### src/rtl/fetch_unit.sv
// -----------------------------------------------------------------------------
// fetch_unit
//
// Purpose:
//   Instruction fetch front end. A four-state FSM (IDLE, REQ, STEP, DRAIN)
//   keeps at most one instruction-memory request outstanding. Returned words
//   go into a 2-entry FIFO that feeds the decoder. The PC stage is told to
//   advance with a one-cycle pulse after each accepted fetch. A redirect
//   (flush) empties the FIFO and causes any in-flight request's data to be
//   dropped.
//
// Optional feature:
//   FETCH_PERF_EN - when defined, stall_cnt counts cycles in which the decoder
//                   is ready but no instruction is available. The counter
//                   saturates at 0xFFFF. When undefined, stall_cnt is tied to 0.
//
// Ports:
//   clk        in   sole clock, rising edge
//   rst        in   synchronous active-high reset
//   pc_in      in   [DWIDTH] current program counter from the PC stage
//   pc_adv     out  one-cycle increment pulse to the PC stage
//   flush      in   branch/redirect; discards buffered and in-flight words
//   mem_req    out  instruction memory request
//   mem_addr   out  [DWIDTH] request address, stable while mem_req=1
//   mem_ack    in   memory completion; mem_rdata is valid in the same cycle
//   mem_rdata  in   [DWIDTH] fetched instruction word
//   ir_out     out  [DWIDTH] instruction at the FIFO head
//   ir_valid   out  ir_out is valid (FIFO not empty)
//   ir_ready   in   decoder accepts ir_out this cycle
//   stall_cnt  out  [16] stall performance counter
// -----------------------------------------------------------------------------
module fetch_unit #(
   parameter int DWIDTH = 16
) (
   input  logic              clk,
   input  logic              rst,
   input  logic [DWIDTH-1:0] pc_in,
   output logic              pc_adv,
   input  logic              flush,
   output logic              mem_req,
   output logic [DWIDTH-1:0] mem_addr,
   input  logic              mem_ack,
   input  logic [DWIDTH-1:0] mem_rdata,
   output logic [DWIDTH-1:0] ir_out,
   output logic              ir_valid,
   input  logic              ir_ready,
   output logic [15:0]       stall_cnt
);

   typedef enum logic [1:0] {
      S_IDLE  = 2'd0,
      S_REQ   = 2'd1,
      S_STEP  = 2'd2,
      S_DRAIN = 2'd3
   } state_t;

   state_t            r_state;
   logic              r_mem_req;
   logic [DWIDTH-1:0] r_mem_addr;
   logic              r_pc_adv;

   logic [1:0]        r_count;
   logic [DWIDTH-1:0] r_ent [0:1];

   logic              w_push;
   logic              w_pop;

   // Only a completed, non-flushed request in REQ delivers data. An ack that
   // arrives in IDLE (after a reset abandoned the request) or in DRAIN is
   // ignored.
   assign w_push = (r_state == S_REQ) && mem_ack && !flush;
   assign w_pop  = ir_valid && ir_ready;

   // ---------------------------------------------------------------------
   // Control FSM
   // ---------------------------------------------------------------------
   always_ff @(posedge clk) begin
      if (rst) begin
         r_state    <= S_IDLE;
         r_mem_req  <= 1'b0;
         r_mem_addr <= '0;
         r_pc_adv   <= 1'b0;
      end else begin
         r_pc_adv <= 1'b0;
         case (r_state)
            S_IDLE: begin
               // A request is issued only when the FIFO has space for its
               // data. With one request outstanding, the FIFO can never
               // overflow.
               if (!flush && (r_count < 2'd2)) begin
                  r_state    <= S_REQ;
                  r_mem_req  <= 1'b1;
                  r_mem_addr <= pc_in;
               end
            end
            S_REQ: begin
               if (mem_ack) begin
                  r_mem_req <= 1'b0;
                  if (flush) begin
                     r_state <= S_IDLE;
                  end else begin
                     r_state  <= S_STEP;
                     r_pc_adv <= 1'b1;
                  end
               end else if (flush) begin
                  // The memory still owes a response. Keep the request up
                  // and throw the data away when it arrives.
                  r_state <= S_DRAIN;
               end
            end
            S_STEP: begin
               r_state <= S_IDLE;
            end
            S_DRAIN: begin
               if (mem_ack) begin
                  r_mem_req <= 1'b0;
                  r_state   <= S_IDLE;
               end
            end
            default: begin
               r_state   <= S_IDLE;
               r_mem_req <= 1'b0;
            end
         endcase
      end
   end

   assign mem_req  = r_mem_req;
   assign mem_addr = r_mem_addr;

   // The pulse is registered on entry to STEP. A flush in the STEP cycle
   // itself must still cancel the pulse, so flush gates the output directly.
   assign pc_adv = r_pc_adv && !flush;

   // ---------------------------------------------------------------------
   // 2-entry FIFO. This is a shift structure, so the head is always r_ent[0].
   // ---------------------------------------------------------------------
   always_ff @(posedge clk) begin
      if (rst) begin
         r_count  <= 2'd0;
         r_ent[0] <= '0;
         r_ent[1] <= '0;
      end else if (flush) begin
         // flush takes precedence over any same-cycle push or pop
         r_count <= 2'd0;
      end else begin
         case ({w_push, w_pop})
            2'b11: begin
               // Simultaneous push and pop: the occupancy is unchanged.
               if (r_count == 2'd2) begin
                  r_ent[0] <= r_ent[1];
                  r_ent[1] <= mem_rdata;
               end else begin
                  r_ent[0] <= mem_rdata;
               end
            end
            2'b10: begin
               // The write slot equals the current count (0 or 1).
               r_ent[r_count[0]] <= mem_rdata;
               r_count           <= r_count + 2'd1;
            end
            2'b01: begin
               r_ent[0] <= r_ent[1];
               r_count  <= r_count - 2'd1;
            end
            default: begin
            end
         endcase
      end
   end

   assign ir_valid = (r_count != 2'd0);
   assign ir_out   = r_ent[0];

   // ---------------------------------------------------------------------
   // Stall performance counter
   // ---------------------------------------------------------------------
`ifdef FETCH_PERF_EN
   logic [15:0] r_stall_cnt;

   always_ff @(posedge clk) begin
      if (rst) begin
         r_stall_cnt <= 16'd0;
      end else if (!ir_valid && ir_ready && (r_stall_cnt != 16'hFFFF)) begin
         r_stall_cnt <= r_stall_cnt + 16'd1;
      end
   end

   assign stall_cnt = r_stall_cnt;
`else
   assign stall_cnt = 16'd0;
`endif

endmodule
### config.mk
export PLATFORM = sky130hd
export DESIGN_NAME = fetch_unit
export DESIGN_NICKNAME = d
export VERILOG_FILES = /design/src/rtl/fetch_unit.sv
export SDC_FILE = /design/constraint.sdc
export NUM_CORES = 1
export LEC_CHECK = 0
export CORE_MARGIN = 4
export CORE_UTILIZATION = 47
export CTS_BUF_LIST = sky130_fd_sc_hd__clkbuf_8 sky130_fd_sc_hd__clkbuf_16
export DETAILED_ROUTE_END_ITERATION = 6
export PLACE_DENSITY_LB_ADDON = 0.1
export REMOVE_ABC_BUFFERS = 1
export SLEW_MARGIN = 20
export SYNTH_ARGS = -nofsm -noshare
export SYNTH_HDL_FRONTEND = slang
export SYNTH_SLANG_ARGS = --single-unit
### constraint.sdc
create_clock -name clk -period 6.1 [get_ports clk]
set_clock_uncertainty 0.15 [all_clocks]
set_input_delay 0.61 -clock clk [delete_from_list [all_inputs] [get_ports clk]]
set_output_delay 0.61 -clock clk [all_outputs]
set_load 0.02 [all_outputs]
# Word level (Yosys, flattened, before mapping)
# Memory sizes are Yosys's and may differ from the RTL's.
# Cells that the tools add are included.
[totals] ff_bits=22 latch_bits=0 ram_bits=32 romBits=0 input_bits=37 memories=1
[mem_list] memory="r_ent" words=2 word_bits=16 read_ports=2 rd_clocked_by_memory_dff=0 write_ports=2 line_no="63" text="logic [DWIDTH-1:0] r_ent [0:1];"
[op_classes] n_addsub=2 mul=0 n_div=0 magnitude_cmp=1 eq_ne=11 shift=0 n_mux=38 bitwise_logic=6 reduce_logical=17
[op_table] operator="$mux W16" n=5
[op_table] operator="$mux W1" n=25
[op_table] operator="$reduce_or A16 Y1" n=1
[op_table] operator="$eq A2 B2 Y1 const B" n=5
[op_table] operator="$mux W2" n=5
[op_table] operator="$pmux W2 S4" n=1
[op_table] operator="$reduce_and A3 Y1" n=2
[op_table] operator="$reduce_bool A2 Y1" n=3
[op_table] operator="$logic_and A1 B1 Y1" n=5
[op_table] operator="$eq A2 B1 Y1 const B" n=2
[op_table] operator="$ne A2 B2 Y1 const B" n=2
[op_table] operator="$or A1 B1 Y1" n=4
[op_table] operator="$pmux W2 S2" n=1
[op_table] operator="$reduce_or A2 Y1" n=2
[op_table] operator="$ne A3 B3 Y1 const B" n=1
[op_table] operator="$reduce_or A3 Y1" n=1
[op_table] operator="$add A2 B1 Y2 const B" n=1
[op_table] operator="$logic_not A2 Y1" n=1
[op_table] operator="$lt A2 B2 Y1 const B" n=1
[op_table] operator="$ne A2 B1 Y1 const B" n=1
[op_table] operator="$not A1 Y1" n=2
[op_table] operator="$pmux W1 S2" n=1
[op_table] operator="$reduce_and A2 Y1" n=1
[op_table] operator="$sub A2 B1 Y2 const B" n=1
[op_table] operator="$logic_not A1 Y1" n=1

# Logic depth before layout (Yosys ltp)
# Gate-level depths: netlist of the first run.
[logic_depth] word_depth=12 mapped_depth=9 mapped_depth_nobuf=7

# Worst setup path after synthesis of the first run
# No wires, ideal clock.
[synth_timing] path_kind="in2reg" startpoint="input flush" endpoint="memory r_ent[0][0], enable pin" arrival_ns=1.778 required_time_ns=5.583 setup_slack_ns=3.805 stages=6 path_buffers=0 cell_sequence="nor2_1 > nand3_1 > inv_1 > ha_1 > or3_1 > a21o_1"
[synth_lines] element="start, declared" line_no="39" text="input logic flush,"
[synth_lines] element="end, declared" line_no="63"

==> metrics, run 1 <==
result of the run finished clean; GRT Util Overall 0.154; worst-margin pin slew 850 ps; family with the most delay on the worst path buffers and inverters; commonest register cell after synthesis edfxtp_1; clock sinks 54; clock latency of the later-clocked register in the worst-skew pair 300 ps; Slew HR 0.429; combined buffer and inverter count along the critical path 2; final period utilization 0.467; Worst Path Max Fanout 16; overall via count from detail_route 1625; clock tree from TritonCTS yes; flops & latches, synth 54; core area 4790 um2; remaining routing DRC violations 0; switching power summed over all nets 0.000178 W; Clk network pwr share 0.295; combinational fraction of design power 0.148; Post-Route WL 4580 um; Avg Inst Size Synth 11.7 um2; Clock Tree Buf Depth 2; hold_buf cts 0; Power Internal 0.000557 W; Final Critical Period 2850 ps; routability cong. 0.746; number of enable-type register cells in the synthesized netlist 32; peak supply drop 191 uV; Critical Path, Cell by Cell clkdlybuf4s50_1 -> nor2_1 -> nand3_1 -> inv_1 -> ha_1 -> or3_1 -> a21o_1; Post-CTS Repair Setup Buffers 0; setup repair after global routing missed its margin false; Warnings, synthesis 0; Static Leak 1.18 nW; Cell variety after synth 31; overall power 0.000735 W; Worst Setup End Kind register; Setup TNS Final 0 ps; Critical Path RT 5890 ps; initial standard-cell utilization of the core 0.491; die height 78.7 um; share of synthesized area occupied by flip-flops and latches 0.596; switching fraction of total power 0.242; Via-to-Cell Ratio 4.84; first-pass detailed-route iteration total 4; overflow left after global routing 0; fraction of synthesis flops using an asynchronous set or reset pin 0; Die ar. 6190 um2; standard-cell row count 25; Diodes inserted 0; fraction of layout cells with a size suffix above 1 0.0632; cell count after synthesis 201; antenna violation net count after detailed routing 0; post-synth design cell area 2350 um2; critical path startpoint category input port; worst stage delay on the critical path 550 ps; clock buffer count from CTS 5; class of the most critical hold timing path register to register; number of failing hold endpoints at the final stage 0; arrival time at the worst endpoint 2640 ps; maximum number of pins on one net before global-route repair 24; number of DRC markers in iteration 0 64; library cell used as clock root buffer clkbuf_8; sequential share of power 0.557; vias in the first global route 1671; DR WL/cell 13.6 um; Cell Pwr Density 235 nW/um2; H-tree lvl count 2; number of gates resized after CTS 0; # Max-Cap Violations 0; cell at the slowest stage of the critical path clkdlybuf4s50_1; critical path start-end classification input port to register; estimated wirelength of the detail-placed design 3180 um; number of pins with negative max-slew slack in the final report 0; setup violation total in the final timing report 0; number of antenna violations at the first check in global routing 0; I/O Pins 88; wire length of the first global-routing pass 7620 um; Worst-path clk slew 90 ps; floorplan die width 78.7 um; peak clock frequency supported by timing 351 MHz; fill cell total of the finished layout 387; Port Buf Inserts 71; Final nets 308; layout overhead on the synthesized area 33.0%
area by class of cell:
| type | count | area [um2] | share of cell area |
|---|---|---|---|
| flip-flops and latches | 54 | 1400 | 0.449 |
| clock buffers | 6 | 93.8 | 0.0300 |
| multi-input cells | 133 | 812 | 0.260 |
| repair buffers | 71 | 711 | 0.227 |
| inverters | 3 | 11.3 | 0.00360 |
| well taps | 67 | 83.8 | 0.0268 |
| clock inverters | 2 | 11.3 | 0.00360 |
synth_stat cells (2+ instances only):
cell type	count	share of area
a21oi_1	20	0.043
a21oi_2	3	0.011
a32o_1	16	0.068
and2_1	16	0.043
buf_2	4	0.0085
buf_4	17	0.054
buf_6	2	0.0096
clkbuf_1	3	0.0048
dfxtp_1	22	0.19
edfxtp_1	32	0.41
ha_1	3	0.016
inv_1	3	0.0048
nand2_1	35	0.056
nand2b_1	2	0.0053
nor2_1	4	0.0064
or2_2	2	0.0053
or3_1	2	0.0053
xor2_1	2	0.0075
layer usage:
metal	share of wire	global-route usage	vias to the layer above
met5	0	0	-
met4	0.0042	0.0262	0
met3	0.13	0.0805	2
met2	0.45	0.248	72
met1	0.42	0.186	739
li1	-	-	812
power by group through the flow:
stage	logic, W	clock network [W]	registers (W)
6_report	0.000109	0.000216	0.000409
3_3_place_gp	0.000110	0	0.000417
4_1_cts	0.000110	0.000223	0.000410
2_1_floorplan	0.0000344	0	0.000433
5_1_grt	0.000117	0.000236	0.000412
3_5_place_dp	0.000109	0	0.000418
stage by stage:
stage | instances | hold WS [ps] | utilization | setup WS (ps) | cell area, um2
floorplan | 190 | 359 | - | 3800 | 2220
global placement | 328 | 291 | 0.631 | 2980 | 3020
detailed placement | 328 | 296 | 0.631 | 2940 | 3020
CTS | 336 | 309 | 0.653 | 3240 | 3120
global route | 336 | 323 | 0.653 | 3080 | 3120
finish | 336 | 307 | 0.653 | 3250 | 3120
registers in the layout, indices dropped and copies added, names as in the netlist:
signal / count
mem_addr: 16
mem_req: 1
r_count: 2
r_ent: 32
r_pc_adv: 1
r_state: 2
logic make-up after synthesis:
family | count (synthesis) | share of synthesized area
simple gates | 68 | 0.153
flops | 54 | 0.596
compound gates | 43 | 0.140
buf+inv | 29 | 0.0820
xor+xnor | 3 | 0.0112
fa+ha+maj | 3 | 0.0160
other cells | 1 | 0.00160
cells in the final DEF (no fill, tap or decap), drive strengths merged, types with 2 or more instances in the layout:
cell | synthesis | final
and2 | 16 | 16
clkbuf | 3 | 6
clkdlybuf4s50 | 0 | 71
conb | 1 | 16
ha | 3 | 3
or3 | 2 | 2
nand2 | 35 | 35
or2 | 3 | 3
inv | 3 | 4
nor2 | 4 | 4
a32o | 16 | 16
edfxtp | 32 | 32
a21oi | 23 | 23
dfxtp | 22 | 22
nand2b | 2 | 2
xor2 | 2 | 2
path summary, 6_finish.rpt:
check | startpoint | end | slack (ps) | depth (start not counted)
min | mem_addr[10] | mem_addr[10] | 310 | 2
min reg2reg | mem_addr[10] | mem_addr[10] | 310 | 2
max | flush | r_ent[0][5] | 3250 | 7
max reg2reg | r_count[1] | r_ent[0][5] | 3730 | 6
worst reg2reg max path, cell delays in order (launching register included):
cell,delay (ps)
dfxtp_1,410
or2_2,340
nand2_1,90
inv_1,60
ha_1,230
or3_1,350
a21o_1,390
No activity file was read; power rests on OpenSTA's default activity.
==> run 2: changes to the inputs <==
--- a/config.mk
+++ b/config.mk
@@ -6,7 +6,7 @@
 export NUM_CORES = 1
 export LEC_CHECK = 0
 export CORE_MARGIN = 4
-export CORE_UTILIZATION = 47
+export CORE_UTILIZATION = 40
 export CTS_BUF_LIST = sky130_fd_sc_hd__clkbuf_8 sky130_fd_sc_hd__clkbuf_16
 export DETAILED_ROUTE_END_ITERATION = 6
 export PLACE_DENSITY_LB_ADDON = 0.1
==> constraint.sdc (replaced) <==
create_clock -name clk -period 2.3 [get_ports clk]
set_clock_uncertainty 0.15 [all_clocks]
set_input_delay 0.23 -clock clk [delete_from_list [all_inputs] [get_ports clk]]
set_output_delay 0.23 -clock clk [all_outputs]
set_load 0.02 [all_outputs]
==> metrics, run 2 (synthesized netlist as in run 1, its figures left out) <==
worst hold path stage count 2 (unchanged); Post-CTS Repair Setup Buffers 0 (unchanged); worst stage delay on the critical path 650 ps (was 550 ps); wire length of the first global-routing pass 8370 um (was 7620 um); worst-margin pin slew 804 ps (was 850 ps); initial standard-cell utilization of the core 0.419 (was 0.491); critical path startpoint category register (was input port); overall power 0.00204 W (was 0.000735 W); routability cong. 0.716 (was 0.746); Cell Pwr Density 618 nW/um2 (was 235 nW/um2); Die ar. 7160 um2 (was 6190 um2); hold_buf cts 0 (unchanged); layout overhead on the synthesized area 40.6% (was 33.0%); die height 84.6 um (was 78.7 um); Slew HR 0.464 (was 0.429); H-tree lvl count 2 (unchanged); maximum number of pins on one net before global-route repair 23 (was 24); fill cell total of the finished layout 508 (was 387); peak clock frequency supported by timing 465 MHz; Port Buf Inserts 71 (unchanged); critical path start-end classification register to register (was input port to register); # Max-Cap Violations 0 (unchanged); result of the run finished clean (unchanged); number of pins with negative max-slew slack in the final report 0 (unchanged); antenna violation net count after detailed routing 0 (unchanged); remaining routing DRC violations 0 (unchanged); register name with the most flops r_ent (unchanged); number of DRC markers in iteration 0 133 (was 64); setup violation total in the final timing report 0 (unchanged); floorplan die width 84.6 um (was 78.7 um); clock buffer count from CTS 5 (unchanged); Worst-path clk slew 100 ps (was 90 ps); Final nets 325 (was 308); Critical Path RT 2320 ps (was 5890 ps); class of the most critical hold timing path register to register (unchanged); standard-cell row count 27 (was 25); final period utilization 0.935; clock latency of the later-clocked register in the worst-skew pair 300 ps (about the same); number of failing hold endpoints at the final stage 0 (unchanged); Critical Path, Cell by Cell nor2_1 -> nand3_1 -> inv_1 -> ha_1 -> a21oi_2 -> a32o_1 (was clkdlybuf4s50_1 -> nor2_1 -> nand3_1 -> inv_1 -> ha_1 -> or3_1 -> a21o_1); clock tree from TritonCTS yes (unchanged); most common cell after layout, fill and taps aside clkdlybuf4s50_1 (unchanged); overflow left after global routing 0 (unchanged); I/O Pins 88 (unchanged); arrival time at the worst endpoint 2180 ps (was 2640 ps); clock sinks 54 (unchanged); estimated wirelength of the detail-placed design 3610 um (was 3180 um); Via-to-Cell Ratio 4.76 (was 4.84); flip-flop count of the largest register after layout 32 (unchanged); sequential cell area in the final layout 1400 um2 (unchanged); leading cell types in the layout, fill and taps excluded 71 x clkdlybuf4s50_1, 35 x nand2_1, 32 x edfxtp_1, 22 x dfxtp_1, 20 x a21oi_1 (unchanged); Final Critical Period 2150 ps; Clock Tree Buf Depth 2 (unchanged); DR WL/cell 14.1 um (was 13.6 um); Worst Setup End Kind register (unchanged); cell at the slowest stage of the critical path a21oi_2 (was clkdlybuf4s50_1); peak supply drop 356 uV (was 191 uV); length in cells of the worst reg-to-reg path 6 (unchanged); Diodes inserted 0 (unchanged); total non-filler cell area in the finished layout 3300 um2 (was 3120 um2); Worst Path Max Fanout 16 (unchanged); Static Leak 1.28 nW (was 1.18 nW); core area 5610 um2 (was 4790 um2); combined area of the multi-input logic cells 812 um2 (unchanged); setup repair after global routing missed its margin false (unchanged); library cell used as clock root buffer clkbuf_8 (unchanged); placed standard-cell area 3190 um2 (was 3020 um2); Post-Route WL 5060 um (was 4580 um); Setup TNS Final 0 ps (unchanged); DP Worst Slack -114 ps (was 2940 ps); final worst setup slack 149 ps (was 3250 ps); vias in the first global route 1737 (was 1671); number of antenna violations at the first check in global routing 0 (unchanged); fraction of layout cells with a size suffix above 1 0.122 (was 0.0632); number of gates resized after CTS 0 (unchanged); overall via count from detail_route 1704 (was 1625); first-pass detailed-route iteration total 4 (unchanged); GRT Util Overall 0.145 (was 0.154)
[run 2: changes by cell type in the layout (fill, tap and decap cells not counted)]
cell / delta
clkinvlp_4: +1
buf_4: +14
bufinv_16: +1
inv_1: -1
clkbuf_16: -1
buf_12: +3
[run 2: cell type report]
type                       instances  share of cell area
tap                               72              0.0273
clock inverter                     3              0.0136
sequential                        54               0.424
clock buffer                       5              0.0208
timing repair buffer              88               0.265
multi-input combinational        133               0.246
inverter                           3             0.00341
[run 2: metrics by stage]
| step | std cells | hold slack, ps | util |
|---|---|---|---|
| finish | 358 | 309 | 0.589 |
| floorplan | 190 | 142 | - |
| CTS | 358 | 306 | 0.589 |
| detailed placement | 350 | 296 | 0.569 |
| global placement | 350 | 291 | 0.569 |
| global route | 358 | 298 | 0.589 |
[run 2: critical path, delay by kind of cell (launching register included)]
kind                       cells  cell delay, ps
DFF                            1             410
buffers and inverters          1              70
AOI/OAI and AO/OA              2             930
and+or+nand+nor                2             200
adders and majority gates      1             250
[run 2: where the power goes]
| group | leakage, nW | total [W] | switching, W | internal [W] |
|---|---|---|---|---|
| Clock | 0.0504 | 0.000643 | 0.000319 | 0.000324 |
| Combinational | 0.718 | 0.000315 | 0.000162 | 0.000153 |
| Sequential | 0.512 | 0.00108 | 0.0000192 | 0.00107 |
[run 2: final timing paths]
kind / to / slack, ps / startpoint
setup / recovery: r_ent[0][4] / 150 / r_state[1]
hold / removal: mem_addr[14] / 310 / mem_addr[14]
setup reg to reg: r_ent[0][4] / 150 / r_state[1]
hold reg to reg: mem_addr[14] / 310 / mem_addr[14]
[run 2: per-layer routing]
| metal | GRT usage | up-vias | routed length (um) |
|---|---|---|---|
| met1 | 0.185 | 801 | 2240 |
| met4 | 0.0432 | 0 | 63 |
| met5 | 0 | - | 0 |
| met2 | 0.240 | 52 | 2460 |
| li1 | - | 846 | - |
| met3 | 0.0412 | 5 | 297 |
==> run 3: changes to the inputs <==
--- a/config.mk
+++ b/config.mk
@@ -5,8 +5,11 @@
 export SDC_FILE = /design/constraint.sdc
 export NUM_CORES = 1
 export LEC_CHECK = 0
+export CELL_PAD_IN_SITES_DETAIL_PLACEMENT = 1
+export CELL_PAD_IN_SITES_GLOBAL_PLACEMENT = 2
+export CORE_ASPECT_RATIO = 0.7
 export CORE_MARGIN = 4
-export CORE_UTILIZATION = 40
+export CORE_UTILIZATION = 24
 export CTS_BUF_LIST = sky130_fd_sc_hd__clkbuf_8 sky130_fd_sc_hd__clkbuf_16
 export DETAILED_ROUTE_END_ITERATION = 6
 export PLACE_DENSITY_LB_ADDON = 0.1
==> metrics, run 3 (synthesized netlist as in run 1, its figures left out) <==
switching fraction of total power 0.253 (was 0.245); routability cong. 0.686 (was 0.716); Clk network pwr share 0.354 (was 0.315); hold_buf cts 0 (unchanged); setup repair after global routing missed its margin false (unchanged); first-pass detailed-route iteration total 4 (unchanged); library cell used as clock root buffer clkbuf_16 (was clkbuf_8); estimated wirelength of the detail-placed design 4460 um (was 3610 um); fraction of layout cells with a size suffix above 1 0.125 (was 0.122); number of pins with negative max-slew slack in the final report 0 (unchanged); I/O Pins 88 (unchanged); result of the run finished clean (unchanged); Clock Tree Buf Depth 2 (unchanged); Via-to-Cell Ratio 4.28 (was 4.76); switching power summed over all nets 0.000552 W (was 0.000501 W); Cell Pwr Density 636 nW/um2 (was 618 nW/um2); Final Critical Period 2110 ps (was 2150 ps); remaining routing DRC violations 0 (unchanged); Static Leak 1.31 nW (was 1.28 nW); clock latency of the later-clocked register in the worst-skew pair 290 ps (was 300 ps); worst stage delay on the critical path 380 ps (was 650 ps); clock sinks 54 (unchanged); overall via count from detail_route 1760 (was 1704); combinational fraction of design power 0.149 (was 0.154); die height 90.8 um (was 84.6 um); Diodes inserted 0 (unchanged); peak clock frequency supported by timing 473 MHz (was 465 MHz); Post-Route WL 6150 um (was 5060 um); worst hold path stage count 2 (unchanged); critical path start-end classification register to register (unchanged); floorplan die width 126 um (was 84.6 um); clock buffer count from CTS 5 (unchanged); GRT Util Overall 0.114 (was 0.145); vias in the first global route 1902 (was 1737); critical path startpoint category register (unchanged); class of the most critical hold timing path register to register (unchanged); Final nets 326 (was 325); peak supply drop 273 uV (was 356 uV); core area 9290 um2 (was 5610 um2); wire length of the first global-routing pass 10300 um (was 8370 um); Placed Cells incl. Taps 403 (was 350); standard-cell row count 29 (was 27); sequential share of power 0.497 (was 0.531); maximum number of pins on one net before global-route repair 23 (unchanged); register name with the most flops r_ent (unchanged); flip-flop count of the largest register after layout 32 (unchanged); family with the most delay on the worst path compound AO/OA/AOI/OAI gates (unchanged); initial standard-cell utilization of the core 0.253 (was 0.419); Power Internal 0.00163 W (was 0.00154 W); combined buffer and inverter count along the critical path 1 (unchanged); cell at the slowest stage of the critical path a31o_2 (was a21oi_2); Setup TNS Final 0 ps (unchanged); layout overhead on the synthesized area 46.1% (was 40.6%); fill cell total of the finished layout 1040 (was 508); fraction of met3 tracks used by global routing 0.0296 (was 0.0412); met1 Use GR 0.160 (was 0.185); antenna violation net count after detailed routing 0 (unchanged); H-tree lvl count 2 (unchanged); met2 demand-to-capacity share in global routing 0.169 (was 0.240); clock tree from TritonCTS yes (unchanged); Worst-path clk slew 70 ps (was 100 ps); most common cell after layout, fill and taps aside clkdlybuf4s50_1 (unchanged); Die ar. 11500 um2 (was 7160 um2); number of antenna violations at the first check in global routing 0 (unchanged); number of DRC markers in iteration 0 63 (was 133); Critical Path, Cell by Cell or2_2 -> nand2_1 -> inv_1 -> ha_1 -> a31o_2 -> a32o_1 (was nor2_1 -> nand3_1 -> inv_1 -> ha_1 -> a21oi_2 -> a32o_1); post-layout instance count excluding filler cells 411 (was 358); Worst Setup End Kind register (unchanged); Worst Path Max Fanout 16 (unchanged); Port Buf Inserts 71 (unchanged); number of failing hold endpoints at the final stage 0 (unchanged); # Max-Cap Violations 0 (unchanged); Worst Hold Margin 307 ps (was 309 ps); final period utilization 0.918 (was 0.935); leading cell types in the layout, fill and taps excluded 71 x clkdlybuf4s50_1, 35 x nand2_1, 32 x edfxtp_1, 22 x dfxtp_1, 20 x a21oi_1 (unchanged); overflow left after global routing 0 (unchanged); setup violation total in the final timing report 0 (unchanged); number of cells on the critical path 6 (unchanged); arrival time at the worst endpoint 2010 ps (was 2180 ps); Critical Path RT 2200 ps (was 2320 ps); length in cells of the worst reg-to-reg path 6 (unchanged); overall power 0.00218 W (was 0.00204 W); worst setup slack for register-to-register paths 190 ps (was 150 ps); DR WL/cell 15.0 um (was 14.1 um); global routing's busiest layer met2 (unchanged)
==> run 3: cell count changes in the layout (fill, tap and decap cells not counted) <==
cell,before,now
a21oi_2,3,2
a21oi_4,0,1
buf_12,3,4
bufinv_16,1,0
clkbuf_16,0,5
clkbuf_8,5,0
clkinv_4,0,1
clkinvlp_4,2,1
inv_6,0,1
==> run 3: power by group through the flow <==
stage / registers, W / clock network [W] / logic (W)
3_5_place_dp: 0.00111 / 0 / 0.000328
5_1_grt: 0.00109 / 0.000864 / 0.000352
2_1_floorplan: 0.00115 / 0 / 0.0000912
4_1_cts: 0.00109 / 0.000811 / 0.000330
3_3_place_gp: 0.00111 / 0 / 0.000327
6_report: 0.00109 / 0.000773 / 0.000325
==> run 3: worst register-to-register path, cell delays in order, from the launching register on <==
cell and delay [ps]:
dfxtp_1 310, or2_2 300, nand2_1 110, inv_1 70, ha_1 260, a31o_2 380
a32o_1 290
==> run 3: cell type report <==
cell class                 count  area [um2]  area share
clock buffer                   5         125      0.0364
clock inverter                 3        25.0     0.00729
inverter                       3        11.3     0.00328
multi-input combinational    133         820       0.239
sequential                    54        1400       0.408
tap                          124         155      0.0452
timing repair buffer          89         896       0.261
==> run 3: timing repair <==
| item | CTS | global route |
|---|---|---|
| gates resized for setup | 0 | 1 |
| setup endpoints to repair | 0 | 16 |
| setup buffers | 0 | 0 |
==> run 3: final timing paths <==
path,startpoint,endpoint
max reg2reg,r_count[1],r_ent[0][9]
min,mem_addr[8],mem_addr[8]
min reg2reg,mem_addr[8],mem_addr[8]
max,r_count[1],r_ent[0][9]
==> run 3: routing by layer <==
layer | routed length (um) | up-vias
met1 | 2950 | 855
met4 | 93 | 0
met3 | 303 | 8
li1 | - | 849
met5 | 0 | -
met2 | 2800 | 48
==> run 3: through the flow <==
stage | area, um2 | util | setup slack, ps
2_1_floorplan | 2220 | - | 52.6
3_3_place_gp | 3280 | 0.353 | -124
3_5_place_dp | 3280 | 0.353 | -175
4_1_cts | 3430 | 0.369 | 116
5_1_grt | 3430 | 0.370 | 27.3
6_report | 3430 | 0.370 | 188
